## src/rtl/mips_seq_pkg.sv

```systemverilog
// rtl/mips_seq_pkg.sv - shared encodings, FSM states and control bundle for the multicycle sequencer
package mips_seq_pkg;

  localparam logic [5:0] OP_RTYPE = 6'b000000;
  localparam logic [5:0] OP_LW    = 6'b100011;
  localparam logic [5:0] OP_SW    = 6'b101011;
  localparam logic [5:0] OP_BEQ   = 6'b000100;
  localparam logic [5:0] OP_ADDI  = 6'b001000;

  localparam logic [5:0] FN_ADD = 6'b100000;
  localparam logic [5:0] FN_SUB = 6'b100010;
  localparam logic [5:0] FN_AND = 6'b100100;
  localparam logic [5:0] FN_OR  = 6'b100101;
  localparam logic [5:0] FN_SLT = 6'b101010;

  localparam logic [3:0] ALU_AND = 4'b0000;
  localparam logic [3:0] ALU_OR  = 4'b0001;
  localparam logic [3:0] ALU_ADD = 4'b0010;
  localparam logic [3:0] ALU_SUB = 4'b0110;
  localparam logic [3:0] ALU_SLT = 4'b0111;

  typedef enum logic [2:0] {
    S_IDLE,
    S_ID,
    S_EX,
    S_MEM,
    S_WB
  } state_t;

  typedef struct packed {
    logic       reg_dst;
    logic       alu_src;
    logic       mem_to_reg;
    logic [3:0] alu_ctrl;
    logic       is_ld;
    logic       is_st;
    logic       is_br;
    logic       is_wb;
    logic       illegal;
  } ctrl_t;

endpackage

```

## src/rtl/mips_multicycle_seq_if.sv

```systemverilog
// rtl/mips_multicycle_seq_if.sv - instruction valid/ready and memory req/ack handshakes
interface mips_multicycle_seq_if;

  logic        instr_valid;
  logic        instr_ready;
  logic [31:0] instrword;
  logic        mem_rd;
  logic        mem_wr;
  logic        mem_ack;

  modport master (
    input  instr_valid,
    input  instrword,
    input  mem_ack,
    output instr_ready,
    output mem_rd,
    output mem_wr
  );

  modport slave (
    output instr_valid,
    output instrword,
    output mem_ack,
    input  instr_ready,
    input  mem_rd,
    input  mem_wr
  );

endinterface

```

## src/rtl/mips_seq_decode.sv

```systemverilog
// rtl/mips_seq_decode.sv - combinational IR to control-bundle decoder
module mips_seq_decode
  import mips_seq_pkg::*;
(
  input  logic [31:0] ir,
  output ctrl_t       ctrl
);

  logic [5:0] op;
  logic [5:0] fn;
  logic       unused_ir;

  assign op        = ir[31:26];
  assign fn        = ir[5:0];
  assign unused_ir = ^ir[25:6];

  always_comb begin
    ctrl = '0;
    case (op)
      OP_RTYPE: begin
        ctrl.reg_dst = 1'b1;
        ctrl.is_wb   = 1'b1;
        case (fn)
          FN_ADD:  ctrl.alu_ctrl = ALU_ADD;
          FN_SUB:  ctrl.alu_ctrl = ALU_SUB;
          FN_AND:  ctrl.alu_ctrl = ALU_AND;
          FN_OR:   ctrl.alu_ctrl = ALU_OR;
          FN_SLT:  ctrl.alu_ctrl = ALU_SLT;
          default: begin
            ctrl         = '0;
            ctrl.illegal = 1'b1;
          end
        endcase
      end
      OP_LW: begin
        ctrl.alu_src    = 1'b1;
        ctrl.mem_to_reg = 1'b1;
        ctrl.alu_ctrl   = ALU_ADD;
        ctrl.is_ld      = 1'b1;
        ctrl.is_wb      = 1'b1;
      end
      OP_SW: begin
        ctrl.alu_src  = 1'b1;
        ctrl.alu_ctrl = ALU_ADD;
        ctrl.is_st    = 1'b1;
      end
      OP_BEQ: begin
        ctrl.alu_ctrl = ALU_SUB;
        ctrl.is_br    = 1'b1;
      end
      OP_ADDI: begin
        ctrl.alu_src  = 1'b1;
        ctrl.alu_ctrl = ALU_ADD;
        ctrl.is_wb    = 1'b1;
      end
      default: ctrl.illegal = 1'b1;
    endcase
  end

endmodule

```

## src/rtl/mips_multicycle_seq.sv

```systemverilog
// rtl/mips_multicycle_seq.sv - multicycle MIPS sequencer: FSM, PC, retire counter, handshakes
// MIPS_SEQ_MEM_TIMEOUT_EN adds a memory-ack timeout that aborts the access and pulses mem_err.
module mips_multicycle_seq
  import mips_seq_pkg::*;
#(
  parameter int              PC_W        = 32,
  parameter logic [PC_W-1:0] RESET_PC    = '0,
  parameter int              CNT_W       = 16,
  parameter int              TIMEOUT_CYC = 64
) (
  input  logic                    clock,
  input  logic                    reset,
  mips_multicycle_seq_if.master   bus,
  input  logic                    alu_zero,
  output logic                    reg_dst,
  output logic                    alu_src,
  output logic                    mem_to_reg,
  output logic [3:0]              alu_ctrl,
  output logic                    reg_wr,
  output logic [PC_W-1:0]         pc,
  output logic                    illegal,
  output logic                    mem_err,
  output logic [CNT_W-1:0]        retired
);

  state_t           state_q;
  state_t           state_d;
  logic [31:0]      ir_q;
  ctrl_t            ctrl_q;
  ctrl_t            dec_ctrl;
  logic [PC_W-1:0]  pc_q;
  logic [PC_W-1:0]  pc_plus4;
  logic [PC_W-1:0]  br_off;
  logic [PC_W-1:0]  pc_next;
  logic [CNT_W-1:0] retired_q;
  logic             retire;
  logic             tmo_hit;
  logic             dp_active;

  mips_seq_decode u_decode (
    .ir   (ir_q),
    .ctrl (dec_ctrl)
  );

  assign pc_plus4 = pc_q + PC_W'(4);
  assign br_off   = {{(PC_W-18){ir_q[15]}}, ir_q[15:0], 2'b00};

  always_comb begin
    state_d = state_q;
    case (state_q)
      S_IDLE: if (bus.instr_valid) state_d = S_ID;
      S_ID:   state_d = S_EX;
      S_EX: begin
        if (ctrl_q.is_ld || ctrl_q.is_st) state_d = S_MEM;
        else if (ctrl_q.is_wb)            state_d = S_WB;
        else                              state_d = S_IDLE;
      end
      S_MEM: begin
        // an ack on the timeout cycle takes priority over the timeout
        if (bus.mem_ack)  state_d = ctrl_q.is_ld ? S_WB : S_IDLE;
        else if (tmo_hit) state_d = S_IDLE;
      end
      S_WB:    state_d = S_IDLE;
      default: state_d = S_IDLE;
    endcase
  end

  always_comb begin
    retire  = 1'b0;
    pc_next = pc_plus4;
    case (state_q)
      S_EX: begin
        if (ctrl_q.is_br) begin
          retire = 1'b1;
          if (alu_zero) pc_next = pc_plus4 + br_off;
        end
      end
      S_MEM:   retire = ctrl_q.is_st && bus.mem_ack;
      S_WB:    retire = 1'b1;
      default: retire = 1'b0;
    endcase
  end

  always_ff @(posedge clock or posedge reset) begin
    if (reset) begin
      state_q   <= S_IDLE;
      ir_q      <= '0;
      ctrl_q    <= '0;
      pc_q      <= RESET_PC;
      retired_q <= '0;
    end else begin
      state_q <= state_d;
      if (state_q == S_IDLE && bus.instr_valid) ir_q <= bus.instrword;
      if (state_q == S_ID) ctrl_q <= dec_ctrl;
      if (retire) begin
        pc_q      <= pc_next;
        retired_q <= retired_q + CNT_W'(1);
      end
    end
  end

`ifdef MIPS_SEQ_MEM_TIMEOUT_EN
  localparam int TMO_W = $clog2(TIMEOUT_CYC + 1);

  logic [TMO_W-1:0] tmo_cnt_q;
  logic             mem_err_q;

  assign tmo_hit = (state_q == S_MEM) && !bus.mem_ack &&
                   (tmo_cnt_q == TMO_W'(TIMEOUT_CYC - 1));

  always_ff @(posedge clock or posedge reset) begin
    if (reset) begin
      tmo_cnt_q <= '0;
      mem_err_q <= 1'b0;
    end else begin
      mem_err_q <= tmo_hit;
      if (state_q != S_MEM) tmo_cnt_q <= '0;
      else                  tmo_cnt_q <= tmo_cnt_q + TMO_W'(1);
    end
  end

  assign mem_err = mem_err_q;
`else
  logic unused_timeout;

  assign unused_timeout = (TIMEOUT_CYC > 0);
  assign tmo_hit        = 1'b0;
  assign mem_err        = 1'b0;
`endif

  // the registered bundle only reaches the datapath once it is valid
  assign dp_active = (state_q == S_EX) || (state_q == S_MEM) || (state_q == S_WB);

  assign bus.instr_ready = (state_q == S_IDLE);
  assign bus.mem_rd      = (state_q == S_MEM) && ctrl_q.is_ld;
  assign bus.mem_wr      = (state_q == S_MEM) && ctrl_q.is_st;

  assign reg_dst    = dp_active && ctrl_q.reg_dst;
  assign alu_src    = dp_active && ctrl_q.alu_src;
  assign mem_to_reg = dp_active && ctrl_q.mem_to_reg;
  assign alu_ctrl   = dp_active ? ctrl_q.alu_ctrl : 4'b0000;
  assign reg_wr     = (state_q == S_WB);
  assign illegal    = (state_q == S_EX) && ctrl_q.illegal;
  assign pc         = pc_q;
  assign retired    = retired_q;

endmodule
```

## src/flat_wrapper.sv

```systemverilog
// flat-port wrapper written by rule: the top's interface ports become plain ports
module mips_multicycle_seq_flat import mips_seq_pkg::*;
#(
  parameter int              PC_W        = 32,
  parameter logic [PC_W-1:0] RESET_PC    = '0,
  parameter int              CNT_W       = 16,
  parameter int              TIMEOUT_CYC = 64
)
  (clock, reset, alu_zero, reg_dst, alu_src, mem_to_reg, alu_ctrl, reg_wr, pc, illegal, mem_err, retired, bus_instr_valid, bus_instrword, bus_mem_ack, bus_instr_ready, bus_mem_rd, bus_mem_wr);
  mips_multicycle_seq_if bus_i ();
  input  logic clock;
  input  logic reset;
  input  logic alu_zero;
  output logic reg_dst;
  output logic alu_src;
  output logic mem_to_reg;
  output logic [3:0] alu_ctrl;
  output logic reg_wr;
  output logic [PC_W-1:0] pc;
  output logic illegal;
  output logic mem_err;
  output logic [CNT_W-1:0] retired;
  input wire logic [$bits(bus_i.instr_valid)-1:0] bus_instr_valid;
  input wire logic [$bits(bus_i.instrword)-1:0] bus_instrword;
  input wire logic [$bits(bus_i.mem_ack)-1:0] bus_mem_ack;
  output wire logic [$bits(bus_i.instr_ready)-1:0] bus_instr_ready;
  output wire logic [$bits(bus_i.mem_rd)-1:0] bus_mem_rd;
  output wire logic [$bits(bus_i.mem_wr)-1:0] bus_mem_wr;
  assign bus_i.instr_valid = bus_instr_valid;
  assign bus_i.instrword = bus_instrword;
  assign bus_i.mem_ack = bus_mem_ack;
  assign bus_instr_ready = bus_i.instr_ready;
  assign bus_mem_rd = bus_i.mem_rd;
  assign bus_mem_wr = bus_i.mem_wr;
  mips_multicycle_seq #(.PC_W(PC_W), .RESET_PC(RESET_PC), .CNT_W(CNT_W), .TIMEOUT_CYC(TIMEOUT_CYC)) u_core (.clock(clock), .reset(reset), .bus(bus_i), .alu_zero(alu_zero), .reg_dst(reg_dst), .alu_src(alu_src), .mem_to_reg(mem_to_reg), .alu_ctrl(alu_ctrl), .reg_wr(reg_wr), .pc(pc), .illegal(illegal), .mem_err(mem_err), .retired(retired));
endmodule
```

## config.mk

```make
export PLATFORM = sky130hd
export DESIGN_NAME = mips_multicycle_seq_flat
export DESIGN_NICKNAME = d
export VERILOG_FILES = /design/src/rtl/mips_seq_pkg.sv /design/src/rtl/mips_multicycle_seq_if.sv /design/src/rtl/mips_seq_decode.sv /design/src/rtl/mips_multicycle_seq.sv /design/src/flat_wrapper.sv
export SDC_FILE = /design/constraint.sdc
export NUM_CORES = 1
export LEC_CHECK = 0
export BUFFER_PORTS_ARGS = -buffer_cell sky130_fd_sc_hd__buf_2
export CAP_MARGIN = 10
export CELL_PAD_IN_SITES_DETAIL_PLACEMENT = 1
export CELL_PAD_IN_SITES_GLOBAL_PLACEMENT = 1
export CORE_AREA = 8 8 103 175
export CTS_CLUSTER_SIZE = 20
export DETAILED_ROUTE_END_ITERATION = 10
export DIE_AREA = 0 0 111 183
export PLACE_DENSITY = 0.87
export SYNTH_ARGS = -nofsm -noshare
export SYNTH_HDL_FRONTEND = slang
export SYNTH_SLANG_ARGS = --single-unit
```

## constraint.sdc

```tcl
create_clock -name clock -period 3.6 [get_ports clock]
set_clock_uncertainty 0.2 [all_clocks]
set_input_delay 0.18 -clock clock [delete_from_list [all_inputs] [get_ports clock]]
set_output_delay 0.18 -clock clock [all_outputs]
set_load 0.02 [all_outputs]
```

==> impl_metrics.json <==
{
  "synthDistinctLibCells": 67,
  "fin_nets": 1039,
  "cp_top_family": "simple AND/OR/NAND/NOR gates",
  "top_level_ports": 98,
  "crit_chain": "nand4_1 -> buf_4 -> nor3_2 -> buf_4 -> nand2_1 -> xnor2_2 -> ha_1 -> nand4_1 -> buf_4 -> nor2_4 -> o31ai_4 -> a2111o_1 -> and3_4 -> o32a_1 -> or2_1",
  "die-height_um": 183,
  "cp_startpoint_kind": "flop",
  "first_pass_iters": 5,
  "worstSetupPathType": "flop to flop",
  "post-route-util": 0.585,
  "required_ns": 3.67,
  "maximum_frequency_from_static_timing_analysis_mhz": 250,
  "post_drt_via_cell_ratio": 6.49,
  "crit-reg2reg-launch": "u_core.pc[6]$_DFFE_PP0P_",
  "numPortBuffers": 83,
  "yosys.area.top_type": "dfrtp_1",
  "finalWirelength_mm": 32.8,
  "critical_path.most_common_cell": "buf_4",
  "critPathSlowestCell": "a2111o_1",
  "place_inst": 1069,
  "antenna_left": 0,
  "synthesis.instances": 705,
  "drv_cap": 0,
  "final.period_utilization": 1.11,
  "ys_seq_area_frac": 0.339,
  "tritoncts_num_sinks": 81,
  "finish.cell_count_without_fillers": 1158,
  "worst_path_largest_cell_delay_ns": 0.43,
  "synthToLayoutAreaGrowth_pct": 53.0,
  "grt_start_max_net_pins": 58,
  "synthesis.yosys.warnings": 0,
  "report.final.setup_viol": 13,
  "yosysMostFrequentCell": "dfrtp_1",
  "worstPathBufferInverterCount": 3,
  "synthFlopType": "dfrtp_1",
  "groute.usage.overall": 0.270,
  "grt_remaining_overflow": 0,
  "ctsRootBufferMaster": "clkbuf_16",
  "fp-row-count": 61,
  "clk_pin_slew_worst_paths_ns": 0.08,
  "failed_checks": "setup timing",
  "critPathMaxFanout": 5,
  "antenna_found_initial": 1,
  "worst_slew_pin_slew_ns": 1.07,
  "synth_common_cells": "dfrtp_1, nand2_1, nor2_1",
  "post-synth-top-area-fraction": 0.339,
  "cts_buffers": 9,
  "synth.area.top_cells": "dfrtp_1, ha_1, xnor2_1",
  "htreeDepth": 3,
  "max-vdd-ir-drop_mv": 0.594,
  "hp-class": "input port to flop",
  "floorplan.initialDensity": 0.383,
  "clk_latency_ns": 0.38,
  "yosys_register_bits": 81,
  "hold_violations": 0,
  "power.density_cell_area_nw_per_um2": 781,
  "dr.first_iter.drc_count": 586,
  "maximum_clock_path_buffer_count": 2,
  "clock_tree_from_tritoncts": "done",
  "vias_in_the_first_global_route": 7851,
  "gp_congestion": 0.971,
  "detail_route.drc_violations": 0,
  "final_critical_path_setup_slack_ns": -0.393,
  "power.static_leakage_nw": 4.24,
  "synth_edf_count": 0,
  "die_wd_um": 111,
  "drive_gt1_frac": 0.419,
  "launch_instance_of_the_worst_min_delay_path": "bus_instr_valid",
  "coreArea_um2": 15600,
  "async_flop_share": 1.00,
  "synthesis.area_um2": 5990,
  "floorplan.die_area_um2": 20300,
  "worstPathArrival_ns": 4.06,
  "grt_pass1_wl_mm": 43.8,
  "status": "complete, but fails checks",
  "final_period_minus_worst_setup_slack_ns": 3.99,
  "dpl.hpwl_mm": 16.2,
  "avg_synthesized_cell_area_um2": 8.49,
  "via_count": 7519,
  "drt-wirelength-per-cell_um": 28.4,
  "max-slew-margin-rel": 0.289,
  "sort_of_element_at_the_end_of_the_critical_path": "flop",
  "nFillCells": 1782,
  "cp-startpoint": "u_core.pc[6]$_DFFE_PP0P_",
  "maxSlewViolCount": 0,
  "grt_setup_unrepaired": "true"
}
## layout by cell type, fill, tap and decap left out, types with 4 or more instances in the layout
cell type / count
o21ai_1: 11
xor2_1: 19
dfrtp_1: 67
nor4_1: 4
clkbuf_16: 9
a21o_1: 11
and2_1: 4
inv_1: 20
conb_1: 4
or3_4: 4
dfrtp_2: 14
o21bai_1: 4
o21a_1: 8
ha_4: 13
xnor2_1: 29
a21oi_1: 40
xnor2_2: 5
nand3_1: 27
mux2_2: 19
o31ai_1: 4
ha_1: 23
nor2_1: 57
nor3_1: 17
o21ai_0: 31
buf_6: 11
nand4_1: 15
o22ai_1: 10
a31oi_1: 11
nor2_4: 6
nor2b_1: 12
nand2_4: 4
and3_1: 9
buf_4: 155
buf_2: 83
a21oi_2: 17
nand2_1: 63
a211oi_1: 4
dlygate4sd3_1: 24
## stage by stage
step                worst slack [ns]  TNS [ns]  total power, mW  instance area, um^2  hold WS (ns)
floorplan                     -0.185    -0.185             3.44                 6050        0.0937
global placement              -0.164    -0.663             4.60                 7440         0.188
detailed placement            -0.319     -1.71             4.74                 7440         0.202
CTS                           -0.113    -0.156             6.10                 8410         0.111
global route                  -0.465     -3.39             7.42                 9150         0.234
finish                        -0.393     -2.29             7.15                 9160         0.255
## cell families (layout without fill, tap and decap cells)
| group | count (synthesis) | after routing | synth area share |
|---|---|---|---|
| other | 1 | 5 | 0.000626 |
| muxes | 20 | 20 | 0.0374 |
| buffers and inverters | 53 | 313 | 0.0376 |
| AOI/OAI and AO/OA | 189 | 189 | 0.195 |
| xor gates and xnor gates | 61 | 61 | 0.0893 |
| adders and majority gates | 39 | 39 | 0.0828 |
| DFF | 81 | 81 | 0.339 |
| and+or+nand+nor | 261 | 261 | 0.218 |
## state kept, by name, indices dropped and copies added (netlist names)
signal and flops:
u_core.state_q 3, u_core.pc 30, u_core.retired 16, u_core.ctrl_q 10, u_core.ir_q 22
## area by class of cell
class,count,area (um^2),share of cell area
Multi-Input combinational cell,574,4480,0.490
Sequential cell,81,2040,0.223
Timing Repair Buffer,276,2000,0.219
Clock buffer,11,243,0.0265
Tap cell,189,236,0.0258
Inverter,21,80.1,0.00875
Clock inverter,5,63.8,0.00697
Antenna cell,1,2.50,0.000273
## worst min-delay path, stage by stage
cell,delay (ns)
buf_2,0.13
a21oi_1,0.19
o22a_1,0.21
nor2_1,0.08
## timing repair
| item | in CTS | in global routing |
|---|---|---|
| buffers inserted | 22 | 28 |
| hold buffers | 24 | 0 |
| gates resized for setup | 54 | 99 |
| pin swaps | 32 | 56 |
| setup endpoints to repair | 12 | 19 |
| hold endpoints to repair | 80 | 0 |
## layer usage
metal  routed length, um  vias to the layer above  GRT usage  part of all wire
met3                2450                      198     0.0507             0.074
met2               16300                      516      0.475              0.50
met4                2400                        0      0.197             0.073
met1               11700                     3750      0.281              0.36
met5                   0                        -          0                 0
li1                    -                     3055          -                 -
## final timing paths
check | cells after the start | endpoint | slack, ns
setup / recovery | 15 | u_core.pc[31]$_DFFE_PP0P_ | -0.39
hold / removal | 4 | u_core.state_q[0]$_DFFE_PP0P_ | 0.26
setup reg to reg | 15 | u_core.pc[31]$_DFFE_PP0P_ | -0.39
hold reg to reg | 1 | u_core.retired[15]$_DFFE_PP0P_ | 0.29
max in group asynchronous | 4 | u_core.pc[12]$_DFFE_PP0P_ | 1.80
min in group asynchronous | 3 | u_core.retired[1]$_DFFE_PP0P_ | 0.42
## where the power goes
group	switching, mW	internal [mW]	leakage [nW]
Sequential	0.390	1.18	1.02
Combinational	2.55	1.99	3.07
Clock	0.479	0.565	0.152
Total	3.42	3.73	4.24
No activity file was read; power rests on OpenSTA's default activity.
